## config.mk

```make
export PLATFORM = sky130hd
export DESIGN_NAME = ram_seq_master
export DESIGN_NICKNAME = d
export VERILOG_FILES = /design/src/rtl/ram_pkg.sv /design/src/rtl/ram_seq_master.sv
export SDC_FILE = /design/constraint.sdc
export NUM_CORES = 1
export LEC_CHECK = 0
export ABC_AREA = 1
export BUFFER_PORTS_ARGS = -buffer_cell sky130_fd_sc_hd__buf_2
export CAP_MARGIN = 20
export CORE_MARGIN = 8
export CORE_UTILIZATION = 58
export CTS_BUF_LIST = sky130_fd_sc_hd__clkbuf_4
export CTS_CLUSTER_SIZE = 10
export DETAILED_ROUTE_END_ITERATION = 16
export GPL_TIMING_DRIVEN = 0
export PLACE_DENSITY = 0.8
export SETUP_SLACK_MARGIN = 0.1
export SLEW_MARGIN = 25
export SYNTH_ARGS = -nofsm -noshare
export SYNTH_HDL_FRONTEND = slang
export SYNTH_SLANG_ARGS = --single-unit
```

## constraint.sdc

```tcl
create_clock -name clk -period 1.98 [get_ports clk]
set_clock_uncertainty 0.1 [all_clocks]
set_input_delay 0.396 -clock clk [delete_from_list [all_inputs] [get_ports clk]]
set_output_delay 0.396 -clock clk [all_outputs]
set_load 0.01 [all_outputs]
```

## src/rtl/ram_pkg.sv

```systemverilog
// rtl/ram_pkg.sv - shared widths and enums for the RAM_RW block and its sequential master
package ram_pkg;

    localparam int RAM_ADDR_WIDTH = 4;
    localparam int RAM_DATA_WIDTH = 4;

    typedef enum logic {
        OP_FILL   = 1'b0,
        OP_VERIFY = 1'b1
    } op_e;

    typedef enum logic [2:0] {
        IDLE  = 3'd0,
        FILL  = 3'd1,
        READ  = 3'd2,
        DRAIN = 3'd3,
        DONE  = 3'd4
    } state_e;

endpackage

```

## src/rtl/ram_seq_master.sv

```systemverilog
// rtl/ram_seq_master.sv - sequential FILL/VERIFY initiator over a wrapping RAM address range
module ram_seq_master
    import ram_pkg::*;
#(
    parameter int ADDR_WIDTH = RAM_ADDR_WIDTH,
    parameter int DATA_WIDTH = RAM_DATA_WIDTH
) (
    input  logic                             clk,
    input  logic                             rst_n,
    input  logic                             start,
    input  logic                             op,
    input  logic [ADDR_WIDTH-1:0]            base,
    input  logic [ADDR_WIDTH:0]              len,
    input  logic [DATA_WIDTH-1:0]            seed,
    output logic                             wr_en,
    output logic [ADDR_WIDTH-1:0]            addr,
    output logic [DATA_WIDTH-1:0]            wdata,
    input  logic [DATA_WIDTH-1:0]            rdata,
    output logic                             busy,
    output logic                             done,
    output logic [ADDR_WIDTH:0]              err_count,
    output logic [DATA_WIDTH+ADDR_WIDTH-1:0] sum
);

    localparam int LW = ADDR_WIDTH + 1;
    localparam logic [ADDR_WIDTH:0] MAX_LEN = {1'b1, {ADDR_WIDTH{1'b0}}};

    state_e                state;
    logic [ADDR_WIDTH:0]   rem;       // words still to issue, including the current one
    logic [DATA_WIDTH-1:0] pat;       // pattern value for the address currently on addr
    logic [DATA_WIDTH-1:0] exp_data;  // pattern value for the read now returning on rdata
    logic                  rd_valid;  // rdata holds a word issued last cycle
    logic [ADDR_WIDTH:0]   len_c;

    assign len_c = (len > MAX_LEN) ? MAX_LEN : len;

    // Command FSM with registered RAM-side outputs and the read-compare pipeline
    always_ff @(posedge clk or negedge rst_n) begin
        if (!rst_n) begin
            state     <= IDLE;
            wr_en     <= 1'b0;
            addr      <= '0;
            wdata     <= '0;
            busy      <= 1'b0;
            done      <= 1'b0;
            err_count <= '0;
            sum       <= '0;
            rem       <= '0;
            pat       <= '0;
            exp_data  <= '0;
            rd_valid  <= 1'b0;
        end else begin
            // The compare lags the read address by one cycle, so it runs in READ and DRAIN
            if (rd_valid) begin
                if (rdata != exp_data) begin
                    err_count <= err_count + LW'(1);
                end
                sum <= sum + {{ADDR_WIDTH{1'b0}}, rdata};
            end

            case (state)
                IDLE: begin
                    done     <= 1'b0;
                    rd_valid <= 1'b0;
                    if (start) begin
                        busy      <= 1'b1;
                        err_count <= '0;
                        sum       <= '0;
                        addr      <= base;
                        pat       <= seed;
                        rem       <= len_c;
                        if (len_c == '0) begin
                            state <= DONE;
                            done  <= 1'b1;
                        end else if (op_e'(op) == OP_VERIFY) begin
                            state <= READ;
                            wr_en <= 1'b0;
                            wdata <= '0;
                        end else begin
                            state <= FILL;
                            wr_en <= 1'b1;
                            wdata <= seed;
                        end
                    end
                end
                FILL: begin
                    if (rem == LW'(1)) begin
                        state <= DONE;
                        done  <= 1'b1;
                        wr_en <= 1'b0;
                        wdata <= '0;
                    end else begin
                        addr  <= addr + 1'b1;
                        wdata <= wdata + 1'b1;
                        rem   <= rem - LW'(1);
                    end
                end
                READ: begin
                    rd_valid <= 1'b1;
                    exp_data <= pat;
                    pat      <= pat + 1'b1;
                    if (rem == LW'(1)) begin
                        state <= DRAIN;
                    end else begin
                        addr <= addr + 1'b1;
                        rem  <= rem - LW'(1);
                    end
                end
                DRAIN: begin
                    rd_valid <= 1'b0;
                    state    <= DONE;
                    done     <= 1'b1;
                end
                DONE: begin
                    done  <= 1'b0;
                    busy  <= 1'b0;
                    state <= IDLE;
                end
                default: begin
                    state <= IDLE;
                    wr_en <= 1'b0;
                    busy  <= 1'b0;
                    done  <= 1'b0;
                end
            endcase
        end
    end

endmodule

```

==> summary.md, run 1 <==
| Metric | Value |
|---|---|
| Crit Path Max Fanout | 3 |
| Total GRT Usage | between 15 and 20% |
| Slew margin rel. | between 60% and 70% |
| Starting Density | approximately three fifths |
| Fillers | roughly 370 |
| Post-route minimum period | 1700 ps |
| Crit path buf inv count | 0 |
| DRC | 0 |
| CP max stage delay | 410 ps |
| Area of the die | between 6000 and 7000 um^2 |
| Status | complete, no violations |
| #FFs+latches synth | just over 40 |
| Syn Nets | approximately 350 |
| Max Root-Sink Buffers | 2 |
| Global placement routability congestion | around 0.85 |
| Synth cell types | 36 |
| TNS Setup | 0 ps |
| Pleak | 0.00149 uW |
| Max VDD drop | ~0.00098 V |
| Post-CTS Setup Bufs | 0 |
| Share of cells above drive strength 1 | approximately a fifth |
| Final worst path period share | between 80% and 90% |
| DRT iter0 DRCs | around 90 |
| Top Ports | 45 |
| Cell taking the most area after synthesis | dfrtp_1 |
| Footprint of the multi-input gates | roughly 1200 um^2 |
| Sequential fraction of the synthesis area | 42.0% |
| Area contributors post-synth | dfrtp_1, nand2_1, nor2_1 |
| Cell count after synthesis | roughly 320 |
| # setup viols final | 0 |
| Post-Route WL | 5.43 mm |
| H-tree Lvls | 2 |
| CTS tree | built |
| Delay-heaviest family, CP | adder cells |
| Clock tree root driver cell | clkbuf_4 |
| Vias post-DR | 2199 |
| Setup CP Type | flop to flop |
| Share of Yosys cell area claimed by the top area cell type | 42.0% |
| Synth Warn # | 0 |
| Clk_lat worst skew | approximately 370 ps |
| Die X | roughly 81 um |
| Critical Path RT | 2120 ps |
| Grt total ovfl | 0 |
| Slowest cell on crit path | dfrtp_1 |
| Hold Vio Cnt, Final | 0 |
| Slew Viols, Final | 0 |
| ANT cells | 0 |
| DR vias/cell | 5.26 |
| Post-DRT Antenna Nets | 0 |
| Post-detail-place hpwl | 4.08 mm |
| Die Y | between 80 and 90 um |
| CP endpoint kind | flop |
| Hold WC Path Type | input pin to flop |
| CP Launch Type | flop |
| Worst slew pin tran | roughly 520 ps |
| Max Clk Rate | a little under 0.6 GHz |
| Max_cap viols | 0 |
| Post-Syn Area | 2440 um^2 |
| PortBufs | 44 |
| CTS buffer count | 5 |
| Seq. cell area | around 1000 um^2 |
| Top cells by count, synth | nand2_1, nor2_1, dfrtp_1 |
| Row cnt | 23 |
| Vias in the first global route | 2150 |
| Fin Hold WS | between 150 and 200 ps |
| Initial antenna violation count | 0 |
| Global-route wire length before repair | between 9 and 10 mm |
| Largest net degree at the start of global routing | 42 |
| Pwr Density | ~1700 nW/um^2 |
| Prevailing post-synth register cell | dfrtp_1 |
| Synthesized area per cell | just under 8 um^2 |
| Core area | around 4000 um^2 |
| CP arrival | about 1800 ps |
| Unrepaired setup endpoints after global routing | false |
| Number of synthesized flops with an enable pin | 0 |
| Drt pass-1 iters | 4 |
| Final nets | approximately 400 |
| Wire length per cell | 13.0 um |
| Reg clk slew, reported paths | between 100 and 150 ps |
| Crit path cell chain | ha_1 > fa_2 > or2_2 > a21oi_1 > nor3_1 |
| Async S/R FF share, synth | 100% |
| Most numerous cell in the Yosys netlist | nand2_1 |
| Area grow syn2layout | 15.4% |
| Clk sink count | 41 |
stage by stage:
step / worst slack (ps) / area, um^2 / util, % / power (uW) / std cells
after CTS: 222 / 2810 / 69.7 / 4740 / 417
after global placement: 125 / 2730 / 67.7 / 4080 / 409
after global routing: 112 / 2820 / 70.0 / 5220 / 418
after floorplan: 307 / 2440 / - / 3480 / 315
final: 280 / 2820 / 70.0 / 4720 / 418
after detailed placement: 92.6 / 2730 / 67.7 / 4180 / 409
per-layer routing:
| metal | vias to the layer above | track usage, % | part of all wire, % |
|---|---|---|---|
| met2 | 54 | 29.5 | 47 |
| met3 | 7 | 3.53 | 6.1 |
| li1 | 1123 | - | - |
| met1 | 1015 | 22.8 | 46 |
| met5 | - | 0 | 0 |
| met4 | 0 | 6.79 | 1.5 |
registers in the layout (all words and copies together), names as in the netlist:
register / cells
pat: 4
sum: 8
exp_data: 4
err_count: 5
rem: 5
done: 1
state: 3
addr: 4
wdata: 4
rd_valid: 1
busy: 1
wr_en: 1
where the power goes:
| group | switching (uW) | total (uW) | internal (uW) |
|---|---|---|---|
| Combinational | 1600 | 2610 | 1000 |
| Sequential | 334 | 1560 | 1230 |
| Clock | 291 | 553 | 261 |
cell usage in the layout (no fill, tap or decap), types with 3 or more instances in the layout:
master / instances
ha_1: 10
xor2_1: 5
o21ai_0: 18
nand2_2: 4
nor2_1: 45
a21oi_1: 15
nand2_1: 66
buf_2: 44
nor3_1: 6
inv_1: 39
dfrtp_1: 41
nor2_2: 4
a31oi_1: 4
inv_2: 3
nand3_1: 23
clkbuf_4: 5
nand2_4: 3
nand4_1: 3
o21ai_1: 4
layout make-up:
class | count | area share, %
Multi-Input combinational cell | 226 | 43.2
Sequential cell | 41 | 36.4
Timing Repair Buffer | 45 | 8.25
Inverter | 43 | 5.90
Tap cell | 50 | 2.22
Clock inverter | 3 | 1.46
Clock buffer | 5 | 1.33
Buffer | 5 | 1.24
final timing paths:
check / from / endpoint / slack [ps] / cells past startpoint
worst max-delay path: sum[0] / sum[2] / 280 / 5
worst min-delay path: len[3] / rem[3] / 180 / 3
worst max register to register: sum[0] / sum[2] / 280 / 5
worst min register to register: wr_en / wr_en / 400 / 2
max in group asynchronous: rst_n / sum[3] / 980 / 2
min in group asynchronous: rst_n / rd_valid / 440 / 2
repair_timing:
item / CTS / global route
hold endpoints to repair: 0 / 41
gates resized for setup: 0 / 1
hold buffers: 0 / 1
setup endpoints to repair: 0 / 1
cell families after synthesis:
logic type | after synthesis | share of synthesized area, %
AOI/OAI and AO/OA | 49 | 11.5
adders and majority gates | 11 | 5.94
buffers and inverters | 48 | 8.24
DFF | 41 | 42.0
xor gates and xnor gates | 7 | 2.51
and+or+nand+nor | 159 | 29.8
worst register-to-register path, cell delays in order (launching register included):
cell and delay (ps):
dfrtp_1 410, ha_1 220, fa_2 360, or2_2 280, a21oi_1 150, nor3_1 70
Note: power is estimated with default switching activity, not from simulation.
==> run 2, diff against run 1 <==
--- a/config.mk
+++ b/config.mk
@@ -8,13 +8,15 @@
 export ABC_AREA = 1
 export BUFFER_PORTS_ARGS = -buffer_cell sky130_fd_sc_hd__buf_2
 export CAP_MARGIN = 20
+export CELL_PAD_IN_SITES_DETAIL_PLACEMENT = 1
+export CELL_PAD_IN_SITES_GLOBAL_PLACEMENT = 1
 export CORE_MARGIN = 8
-export CORE_UTILIZATION = 58
+export CORE_UTILIZATION = 42
 export CTS_BUF_LIST = sky130_fd_sc_hd__clkbuf_4
 export CTS_CLUSTER_SIZE = 10
 export DETAILED_ROUTE_END_ITERATION = 16
 export GPL_TIMING_DRIVEN = 0
-export PLACE_DENSITY = 0.8
+export PLACE_DENSITY = 0.79
 export SETUP_SLACK_MARGIN = 0.1
 export SLEW_MARGIN = 25
 export SYNTH_ARGS = -nofsm -noshare
==> run 2 against run 1 <==
Effect of this change:
- combinational power is 3% higher
- register-to-register slack worse by 30 ps
- hold slack better by 5.0 ps
- worst setup slack worse by 27 ps
- sequential power hardly changed
- design area is 1.2% higher
- power is 2.3% higher
- die area is 30% higher
- non-clock buffer count is 1 higher
- wire length is 17% higher
- largest power group unchanged
- highest routed layer unchanged
==> summary.md, run 2 (synthesis gave the netlist of run 1 again) <==
| Metric | Value |
|---|---|
| Internal Power | between 2000 and 3000 uW |
| Drt pass-1 iters | 4 |
| Wire length per cell | 14.5 um |
| Max_cap viols | 0 |
| Fin Hold WS | 190 ps |
| Global placement routability congestion | around 0.84 |
| Post-route minimum period | between 1500 and 2000 ps |
| Post-route cell area | around 2900 um^2 |
| Gate power share | about 56% |
| Unrepaired setup endpoints after global routing | false |
| Max Root-Sink Buffers | 2 |
| DRC | 0 |
| Area of the die | about 8500 um^2 |
| Starting Density | 43.9% |
| DR vias/cell | 5.09 |
| PortBufs | 44 |
| NetSw | 2320 uW |
| Most frequent cells in the layout | nand2_1, nor2_1, buf_2 |
| Slew Viols, Final | 0 |
| Clock tree root driver cell | clkbuf_4 |
| CP endpoint kind | flop |
| Vias post-DR | between 2000 and 2500 |
| Top flop regs | sum (8), err_count (5), rem (5) |
| Most common cell after layout, fill and taps aside | nand2_1 |
| Reg-to-Reg Start | sum[0] |
| Clk_lat worst skew | between 300 and 400 ps |
| Die X | slightly above 90 um |
| Finished Core Util | just over 50% |
| CP max stage delay | 420 ps |
| Post-Route WL | around 6.4 mm |
| Post-detail-place hpwl | about 5 mm |
| Slowest cell on crit path | dfrtp_1 |
| Die Y | 92.3 um |
| Switching Share | between 40% and 50% |
| Worst r2r dst | sum[6] |
| CTS buffer count | 5 |
| Pwr Density | 1690 nW/um^2 |
| ANT cells | 0 |
| Critical Path RT | 2140 ps |
| Initial antenna violation count | 0 |
| Total power | ~4800 uW |
| Setup CP Type | flop to flop |
| Final worst path period share | ~87% |
| Pleak | about 0.0015 uW |
| Global-route wire length before repair | roughly 11 mm |
| Setup crit start | sum[0] |
| Top Ports | between 40 and 50 |
| Row cnt | 27 |
| Hold Vio Cnt, Final | 0 |
| FF-to-FF setup slack | approximately 250 ps |
| Share of cells above drive strength 1 | a little over a fifth |
| Status | complete, no violations |
| Hold WC Path Type | input pin to flop |
| Grt total ovfl | 0 |
| Post-DRT Antenna Nets | 0 |
| Cell Area, Placed | 2760 um^2 |
| CP Launch Type | flop |
| Biggest register | sum |
| Slew margin rel. | approximately 64% |
| Clock Power Share | a little under an eighth |
| Vias in the first global route | between 2000 and 2500 |
| # setup viols final | 0 |
| TNS Setup | 0 ps |
| CTS tree | built |
| Worst Setup EP | sum[6] |
| Largest register FFs | 8 |
| Max Clk Rate | between 0.5 and 0.6 GHz |
| Area grow syn2layout | 16.8% |
| Clk sink count | slightly above 40 |
| Max VDD drop | ~0.00069 V |
| Final nets | 400 |
| H-tree Lvls | 2 |
| Reg clk slew, reported paths | roughly 140 ps |
| Total GRT Usage | between 10% and 20% |
| Worst slew pin tran | between 500 and 600 ps |
| Largest net degree at the start of global routing | between 40 and 50 |
| Worst reg-to-reg path cell count | 8 |
| CP arrival | 1880 ps |
| Crit Path Max Fanout | 3 |
| Crit path cell chain | ha_1 > fa_2 > nand3_1 > nand3_1 > nand2_1 > nor2_1 > xnor2_1 > nor2_1 |
| Seq pwr share | approximately 33% |
| Core area | approximately 5600 um^2 |
| DRT iter0 DRCs | 54 |
-- run 2: repair_timing --
action / 4_1_cts / 5_1_grt
setup buffers: 0 / 1
resized for setup: 0 / 1
endpoints found under the hold margin: 0 / 41
setup endpoints to repair: 0 / 1
hold buffers: 0 / 1
-- run 2: worst max-delay path: cells and delay by family (launching register included) --
kind	cells	cell delay, ps
xor gates and xnor gates	1	130
adders and majority gates	2	580
DFF	1	420
and+or+nand+nor	5	390
-- run 2: worst min path at each step --
| stage | from | end | slack [ps] | depth (start not counted) |
|---|---|---|---|---|
| 2_1_floorplan | rst_n | addr[0] | 0.4 | 0 |
| 3_3_place_gp | wr_en | wr_en | 370 | 2 |
| 3_5_place_dp | wr_en | wr_en | 380 | 2 |
| 4_1_cts | rst_n | pat[2] | 100 | 1 |
| 5_1_grt | seed[2] | pat[2] | 190 | 3 |
| 6_report | seed[2] | pat[2] | 190 | 3 |
-- run 2: stage by stage --
stage | worst slack, ps | cells
after floorplan | 307 | 315
after global placement | 88.1 | 431
after detailed placement | 67.1 | 431
after CTS | 174 | 439
after global routing | 124 | 441
final | 253 | 441
-- run 2: routing by layer --
layer	share of wire [%]	track usage, %
met1	44	18.7
met2	51	28.2
met3	4.1	4.20
met4	1.1	4.56
met5	0	0
-- run 2: cell type report --
type	instances	area, um^2
Buffer	5	35.0
Clock buffer	5	37.5
Clock inverter	3	41.3
Fill cell	732	2720
Inverter	43	166
Multi-Input combinational cell	226	1220
Sequential cell	41	1030
Tap cell	72	90.1
Timing Repair Buffer	46	240
-- run 2: power by group through the flow --
stage               Sequential, uW  Combinational (uW)  Clock [uW]
floorplan                     1620                1860           0
global placement              1570                2580           0
detailed placement            1600                2700           0
CTS                           1580                2720         575
global route                  1640                3110         604
finish                        1580                2690         557
==> run 3, diff against run 2 <==
--- a/config.mk
+++ b/config.mk
@@ -15,7 +15,6 @@
 export CTS_BUF_LIST = sky130_fd_sc_hd__clkbuf_4
 export CTS_CLUSTER_SIZE = 10
 export DETAILED_ROUTE_END_ITERATION = 16
-export GPL_TIMING_DRIVEN = 0
 export PLACE_DENSITY = 0.79
 export SETUP_SLACK_MARGIN = 0.1
 export SLEW_MARGIN = 25
==> constraint.sdc (replaced) <==
create_clock -name clk -period 1.98 [get_ports clk]
set_clock_uncertainty 0.1 [all_clocks]
set_input_delay 0.198 -clock clk [delete_from_list [all_inputs] [get_ports clk]]
set_output_delay 0.198 -clock clk [all_outputs]
set_load 0.01 [all_outputs]
==> run 3 against run 2 <==
Effect of this change:
- via count grew 0.67%
- fmax grew 1.5%
- sequential share of layout area shrank 0.36 points
- clock power grew 25%
- die area is the same
- hold slack lost 180 ps
- count of clock-buffer cells in the layout is the same
- largest cell class unchanged
- largest power group unchanged
==> summary.md, run 3 (synthesis gave the netlist of run 1 again) <==
| Metric | Value |
|---|---|
| Post-Route WL | about 6.5 mm |
| DR vias/cell | about 5.1 |
| Switching Share | a little under half |
| Top Ports | between 40 and 50 |
| Largest register FFs | 8 |
| Slew Viols, Final | 0 |
| Post-DRT Antenna Nets | 0 |
| Top flop regs | sum (8), err_count (5), rem (5) |
| CTS tree | built |
| CTS buffer count | 5 |
| Cell mode on critical path | nand2_4 |
| Gate power share | 52.7% |
| ANT cells | 0 |
| FF-to-FF setup slack | approximately 280 ps |
| Crit path cell chain | nor2_2 > nand2_2 > nand2_4 > nand2_4 > nand2_8 > inv_1 > nand2_1 > o21ai_1 |
| Global-route wire length before repair | between 10 and 15 mm |
| Wire length per cell | around 15 um |
| Area grow syn2layout | 18.0% |
| CP endpoint kind | flop |
| CP arrival | between 1500 and 2000 ps |
| Die Y | between 90 and 100 um |
| DRT iter0 DRCs | 43 |
| Share of cells above drive strength 1 | about a fifth |
| Hold Vio Cnt, Final | 0 |
| Clk sink count | around 40 |
| Setup CP Type | flop to flop |
| Final worst path period share | between 80% and 90% |
| H-tree Lvls | 2 |
| Post-route minimum period | about 1700 ps |
| Pwr Density | around 1700 nW/um^2 |
| Worst r2r dst | rem[1] |
| Clk_lat worst skew | approximately 370 ps |
| Unrepaired setup endpoints after global routing | false |
| Slowest cell on crit path | dfrtp_1 |
| # setup viols final | 0 |
| Worst slew pin tran | roughly 560 ps |
| Starting Density | between 40% and 50% |
| Internal Power | between 2000 and 3000 uW |
| Reg clk slew, reported paths | between 100 and 150 ps |
| Hold endpoint | addr[1] |
| Most common cell after layout, fill and taps aside | nand2_1 |
| Seq pwr share | roughly a third |
| Most frequent cells in the layout | nand2_1, nor2_1, buf_2 |
| Global placement routability congestion | ~0.79 |
| Vias in the first global route | around 2500 |
| Biggest register | sum |
| Clock tree root driver cell | clkbuf_4 |
| Grt total ovfl | 0 |
| Max VDD drop | ~0.00075 V |
| Crit Path Max Fanout | 15 |
| Die X | 92.3 um |
| Hold Crit Depth | 3 |
| Post-detail-place hpwl | just under 5 mm |
| Final nets | between 300 and 400 |
| Clock Power Share | approximately 14% |
| Slew margin rel. | 62.8% |
| Vias post-DR | ~2300 |
| Max Clk Rate | slightly below 0.6 GHz |
| Hold path startpoint | base[1] |
| Initial antenna violation count | 0 |
| Area of the die | about 8500 um^2 |
| CP max stage delay | roughly 460 ps |
| Worst reg-to-reg path cell count | 8 |
| Max_cap viols | 0 |
| TNS Setup | 0 ps |
| Core area | about 5600 um^2 |
| PortBufs | 44 |
| Reg-to-Reg Start | state[2] |
| CP Launch Type | flop |
| Delay-heaviest family, CP | simple AND/OR/NAND/NOR gates |
| Status | complete, no violations |
| Drt pass-1 iters | 4 |
| Largest net degree at the start of global routing | 42 |
| Fin Hold WS | between 8 and 9 ps |
| Critical Path RT | between 2000 and 2500 ps |
| Hold WC Path Type | input pin to flop |
| Crit path buf inv count | 1 |
| Pleak | ~0.0015 uW |
| Total GRT Usage | about 16% |
| Max Root-Sink Buffers | 2 |
| NetSw | 2300 uW |
| Row cnt | 27 |
| DRC | 0 |
[run 3: cell type report]
cell class | count | area [um^2]
multi-input combinational | 226 | 1220
sequential | 41 | 1030
timing repair buffer | 50 | 278
tap | 72 | 90.1
clock inverter | 3 | 65.1
clock buffer | 5 | 37.5
inverter | 43 | 166
fill | 740 | 2690
[run 3: repair_timing]
action	4_1_cts	5_1_grt
buffers inserted	0	0
setup endpoints to repair	0	4
hold endpoints to repair	45	0
gates resized for setup	0	2
hold buffers	5	0
[run 3: power groups by stage]
stage / clock network, uW / logic (uW) / registers [uW]
global placement: 0 / 2460 / 1600
global route: 742 / 2950 / 1670
floorplan: 0 / 1860 / 1620
finish: 698 / 2560 / 1600
detailed placement: 0 / 2570 / 1630
CTS: 715 / 2600 / 1610
[run 3: metal layers]
metal	global-route usage, %	vias to the layer above	share of wire [%]
met5	0	-	0
met4	5.10	0	1.1
met3	4.12	5	4.9
met2	29.0	47	51
met1	18.3	1085	43
li1	-	1123	-
[run 3: worst max path at each step]
| stage | from | end | slack [ps] | cells after the start |
|---|---|---|---|---|
| global route | sum[2] | sum[7] | 100 | 9 |
| global placement | sum[0] | sum[6] | 280 | 8 |
| detailed placement | sum[0] | sum[6] | 230 | 8 |
| CTS | sum[0] | sum[6] | 210 | 8 |
| floorplan | sum[0] | sum[6] | 310 | 8 |
| finish | state[2] | rem[1] | 280 | 8 |
[run 3: tightest hold or removal path, delay by kind of cell]
kind | cells | cell delay (ps)
buffers and inverters | 1 | 100
and+or+nand+nor | 1 | 70
AOI/OAI and AO/OA | 1 | 80
[run 3: through the flow]
step | area, um^2 | utilization (%) | power [uW] | instances | setup WS, ps
detailed placement | 2730 | 48.9 | 4200 | 427 | 232
global route | 2890 | 51.8 | 5360 | 440 | 102
floorplan | 2440 | - | 3480 | 315 | 307
global placement | 2730 | 48.9 | 4060 | 427 | 284
finish | 2890 | 51.8 | 4860 | 440 | 279
CTS | 2880 | 51.7 | 4930 | 440 | 211
